[config.mk]
export PLATFORM = sky130hd
export DESIGN_NAME = fetch_stage
export DESIGN_NICKNAME = d
export VERILOG_FILES = /design/src/rtl/fetch_stage.sv
export SDC_FILE = /design/constraint.sdc
export NUM_CORES = 1
export LEC_CHECK = 0
export CAP_MARGIN = 20
export CORE_UTILIZATION = 35
export DETAILED_ROUTE_END_ITERATION = 10
export MAX_ROUTING_LAYER = met4
export SLEW_MARGIN = 20
export SYNTH_ARGS = -nofsm -noshare
export SYNTH_HDL_FRONTEND = slang
export SYNTH_SLANG_ARGS = --single-unit
[constraint.sdc]
create_clock -name clk -period 8.3 [get_ports clk]
set_clock_uncertainty 0.1 [all_clocks]
set_input_delay 1.245 -clock clk [delete_from_list [all_inputs] [get_ports clk]]
set_output_delay 1.245 -clock clk [all_outputs]
set_load 0.05 [all_outputs]
[src/rtl/fetch_stage.sv]
// Instruction-fetch stage for the 5-stage RV32I core.
// Owns the PC, drives a ready/valid instruction-memory port and fills the
// IF/ID register. A one-entry skid buffer absorbs the fetch that completes
// while decode is stalled. An EX-resolved redirect flushes IF/ID. If a fetch
// is still in flight when the redirect arrives, that fetch is discarded.
// Optional feature macro: FETCH_MISALIGN_CHECK_EN (sticky misaligned-redirect flag).
module fetch_stage #(
  parameter logic [31:0] RESET_PC = 32'h0000_0000
) (
  input  logic        clk,
  input  logic        rst,
  input  logic        stall,
  input  logic        redirect_valid,
  input  logic [31:0] redirect_pc,
  output logic        im_req,
  output logic [31:0] im_addr,
  input  logic        im_ready,
  input  logic [31:0] im_rdata,
  output logic        ifid_valid,
  output logic [31:0] ifid_pc,
  output logic [31:0] ifid_inst,
  output logic        fetch_misalign
);

  localparam logic [31:0] NOP = 32'h0000_0013;

  typedef enum logic [1:0] {IDLE, FETCH, BUF, DISCARD} state_t;

  state_t      state;
  state_t      state_nxt;
  logic [31:0] pc;
  logic [31:0] pend_pc;
  logic [31:0] buf_pc;
  logic [31:0] buf_inst;
  logic [31:0] tgt;

  // Instruction addresses are word aligned; the low two bits are dropped.
  function automatic logic [31:0] align_pc(input logic [31:0] a);
    return {a[31:2], 2'b00};
  endfunction

  assign tgt = align_pc(redirect_pc);

  // State register
  always_ff @(posedge clk) begin
    if (rst) state <= IDLE;
    else     state <= state_nxt;
  end

  // Next-state logic; a redirect overrides stall in every state
  always_comb begin
    state_nxt = state;
    case (state)
      IDLE:    state_nxt = FETCH;
      FETCH: begin
        if (redirect_valid)     state_nxt = im_ready ? FETCH : DISCARD;
        else if (im_ready)      state_nxt = stall ? BUF : FETCH;
      end
      BUF: begin
        if (redirect_valid || !stall) state_nxt = FETCH;
      end
      DISCARD: begin
        if (im_ready) state_nxt = FETCH;
      end
      default: state_nxt = IDLE;
    endcase
  end

  // Memory-port outputs; the address is the PC, held while a request waits
  always_comb begin
    im_req  = (state == FETCH) || (state == DISCARD);
    im_addr = pc;
  end

  // PC and pending redirect target
  always_ff @(posedge clk) begin
    if (rst) begin
      pc      <= RESET_PC;
      pend_pc <= RESET_PC;
    end else if (redirect_valid) begin
      case (state)
        FETCH: begin
          if (im_ready) pc      <= tgt;
          else          pend_pc <= tgt;
        end
        DISCARD: begin
          pend_pc <= tgt;
          if (im_ready) pc <= tgt;
        end
        default: pc <= tgt;
      endcase
    end else begin
      case (state)
        FETCH:   if (im_ready) pc <= pc + 32'd4;
        DISCARD: if (im_ready) pc <= pend_pc;
        default: ;
      endcase
    end
  end

  // Skid buffer captures a fetch that completes while decode is stalled
  always_ff @(posedge clk) begin
    if (state == FETCH && im_ready && stall && !redirect_valid) begin
      buf_pc   <= pc;
      buf_inst <= im_rdata;
    end
  end

  // IF/ID register: load, hold, or insert a bubble
  always_ff @(posedge clk) begin
    if (rst) begin
      ifid_valid <= 1'b0;
      ifid_pc    <= 32'h0;
      ifid_inst  <= NOP;
    end else if (redirect_valid || state == DISCARD) begin
      ifid_valid <= 1'b0;
      ifid_inst  <= NOP;
    end else begin
      case (state)
        FETCH: begin
          if (!stall) begin
            if (im_ready) begin
              ifid_valid <= 1'b1;
              ifid_pc    <= pc;
              ifid_inst  <= im_rdata;
            end else begin
              ifid_valid <= 1'b0;
              ifid_inst  <= NOP;
            end
          end
        end
        BUF: begin
          if (!stall) begin
            ifid_valid <= 1'b1;
            ifid_pc    <= buf_pc;
            ifid_inst  <= buf_inst;
          end
        end
        default: ;
      endcase
    end
  end

`ifdef FETCH_MISALIGN_CHECK_EN
  // Sticky flag: any redirect target with nonzero low bits
  always_ff @(posedge clk) begin
    if (rst)                                       fetch_misalign <= 1'b0;
    else if (redirect_valid && |redirect_pc[1:0])  fetch_misalign <= 1'b1;
  end
`else
  assign fetch_misalign = 1'b0;
`endif

endmodule

==> results.md <==
* Status: finished, final reports clean
* CP dominant cell by count: buf_4
* Fmax at 0.266 GHz
* Avg Vias per Cell at 5.31
* DR WL/cell at around 17 µm
* Width of the die at 155 µm
* Worst-Margin Slew at 748 ps
* Vias in the first global route at 6500
* Net count, final at 1090
* Tot GR Track Use at 20.0%
* Max Slew Vio Count at 0
* CTS Buf Count at 17
* Rel. slew slack at 49.6%
* Crit-path cells: buf_2, buf_4, inv_1, nand2_1, nor2_4, buf_16, buf_4
* Seq/Total Area, Yosys at 53.5%
* Largest net degree at the start of global routing at 66
* CTS H-tree depth at 4
* R2R Setup Slk at 5590 ps
* Seq cells post-synth at 187
* Final Util at between 40 and 50%
* CP Data Required Time at 8290 ps
* Iter 0 DRT Violations at 443
* Crit path largest cell delay at 590 ps
* Ranking of synthesized cells by area: dfxtp_1 (31%), edfxtp_1 (23%), nand2_1 (8.8%), a311oi_1 (7.1%), nor2_1 (4.4%)
* Worst vdd ir at 0.111 mV
* Chip height at 155 µm
* I/O pins at roughly 170
* Tcrit/Tclk final at between 40% and 50%
* Slowest stage cell, crit path: inv_1
* Max Cap Viol at 0
* Pwr Density at around 210 nW/µm²
* Total gr overflow at 0
* PortBufs at 160
* Fin Hold WS at 352 ps
* CTS resizes at 0
* Crit Path Max Fanout at 60
* Cell Area, Placed at 9940 µm²
* Setup repair after global routing missed its margin: false
* Placer Congestion at 0.778
* Fin cells at 1346
* Commonest cells after routing, fill and taps aside: nand2_1 (191), clkdlybuf4s50_1 (158), dfxtp_1 (125), nor2_1 (94), a311oi_1 (66)
* Core Area at 22800 µm²
* CTS root buffer: clkbuf_16
* Final ANT Viol Nets at 0
* Starting Density at a little over a third
* Area Overhead vs Synth at 29.9%
* Final Hold Viols at 0
* DRT Pass-1 Iters at 5
* Initial antenna violation count at 0
* Min Tclk post-route at 3750 ps
* Clock latency on the worst-skew pair at ~430 ps
* CTS Hold Bufs at 0
* LEAKAGE at 3.50 nW
* Synth warn at 0
* Crit path DAT at 3740 ps
* Commonest non-fill, non-tap cell in the layout: nand2_1
* DP Cell Count at 1312
* Final instance area at 10600 µm²
* TritonCTS clock tree: built
* Yosys cell types at 60
* Startpoint Class: input pin
* # fillers at 2204
* Setup bufs post-CTS at 0
* Worst Setup Path Type: input pin to flop
* Crit path capture type: flop
* CTS max path bufs at 2
* CTS sink count at roughly 190
* Async SR Flop Fraction at 0%
* Synth area leader: dfxtp_1
* Mapped Area at a little over 8000 µm²
* # setup viols final at 0
* ANT cells at 0
* Top_reg_cell synth: dfxtp_1
* Setup TNS at 0 ps
* EDFF count, synth at 62
* Clk pin slew, worst setup/hold paths at 70 ps
* First-pass GRT wire length at 36800 µm
* Share of the synthesized area in the top cell type at between 30% and 40%
* Die area at 23900 µm²
* Via total after detailed routing at 7144
* Worst min path class: flop to flop
* Post-DP HPWL at roughly 14000 µm
* Layout cells sized above 1 at roughly 7%
* Drt drc at 0
* Synthesized instance count at 902
* Syn Area/Cell at 9.05 µm²
* Routed wire length at ~23000 µm
* Row cnt at 55
-- final cells by class --
| type | count | area, µm² | share of cell area [%] |
|---|---|---|---|
| repair buffers | 176 | 1740 | 16.4 |
| clock buffers | 17 | 425 | 4.01 |
| well taps | 313 | 392 | 3.70 |
| multi-input cells | 630 | 3460 | 32.7 |
| clock inverters | 15 | 189 | 1.78 |
| inverters | 8 | 30.0 | 0.283 |
| flip-flops and latches | 187 | 4360 | 41.2 |
-- cells by family after synthesis --
group / count (synthesis) / share of synthesized area [%]
simple gates: 391 / 21.5
compound gates: 222 / 18.8
flops: 187 / 53.5
buf+inv: 89 / 4.74
mux: 8 / 0.997
xor+xnor: 3 / 0.322
fa+ha+maj: 1 / 0.153
other cells: 1 / 0.0460
-- sequential cells by signal, summed over array words and instances (netlist names) --
register    cells
ifid_valid      1
buf_pc         30
pend_pc        30
im_addr        30
ifid_pc        30
state           2
ifid_inst      32
buf_inst       32
-- synth_stat cells, drive strengths merged, types with 3 or more instances --
cell type / n
nand2: 191
dfxtp: 125
nor2: 95
a21oi: 66
a311oi: 66
edfxtp: 62
clkbuf: 53
nand3: 41
o21ai: 35
buf: 28
nor3: 16
a211oi: 12
a31oi: 12
nand4: 9
inv: 8
nor4: 8
and3: 7
mux2i: 7
nand2b: 7
or3: 6
o211ai: 5
a221oi: 4
and2: 4
a21o: 3
and4: 3
o31ai: 3
-- where the power goes --
part           switching, W  internal (W)  total, W
clock              0.000371      0.000480  0.000851
combinational      0.000209      0.000117  0.000325
sequential        0.0000424      0.000982   0.00102
-- through the flow --
stage / worst slack (ps) / power (W)
5_1_grt: 4380 / 0.00229
2_1_floorplan: 3310 / 0.00124
3_3_place_gp: 3820 / 0.00137
6_report: 4550 / 0.00220
3_5_place_dp: 3810 / 0.00137
4_1_cts: 4240 / 0.00222
-- worst paths after layout --
kind | endpoint | from | cells after the start
min | pend_pc[8]$_SDFFE_PP0P_ | pend_pc[8]$_SDFFE_PP0P_ | 2
max | buf_inst[25]$_DFFE_PP_ | redirect_valid | 7
max reg2reg | buf_inst[25]$_DFFE_PP_ | state[0]$_SDFFE_PP0P_ | 4
min reg2reg | pend_pc[8]$_SDFFE_PP0P_ | pend_pc[8]$_SDFFE_PP0P_ | 2
-- routing by layer --
metal,GRT usage (%),share of wire [%]
met3,3.14,5.2
met5,-,0
met4,5.70,1.3
met2,30.9,46
met1,27.2,47
-- critical path, delay by kind of cell --
family	cells	cell delay, ps
buffers and inverters	5	1600
and+or+nand+nor	2	820
(Power assumes the default switching activity.)
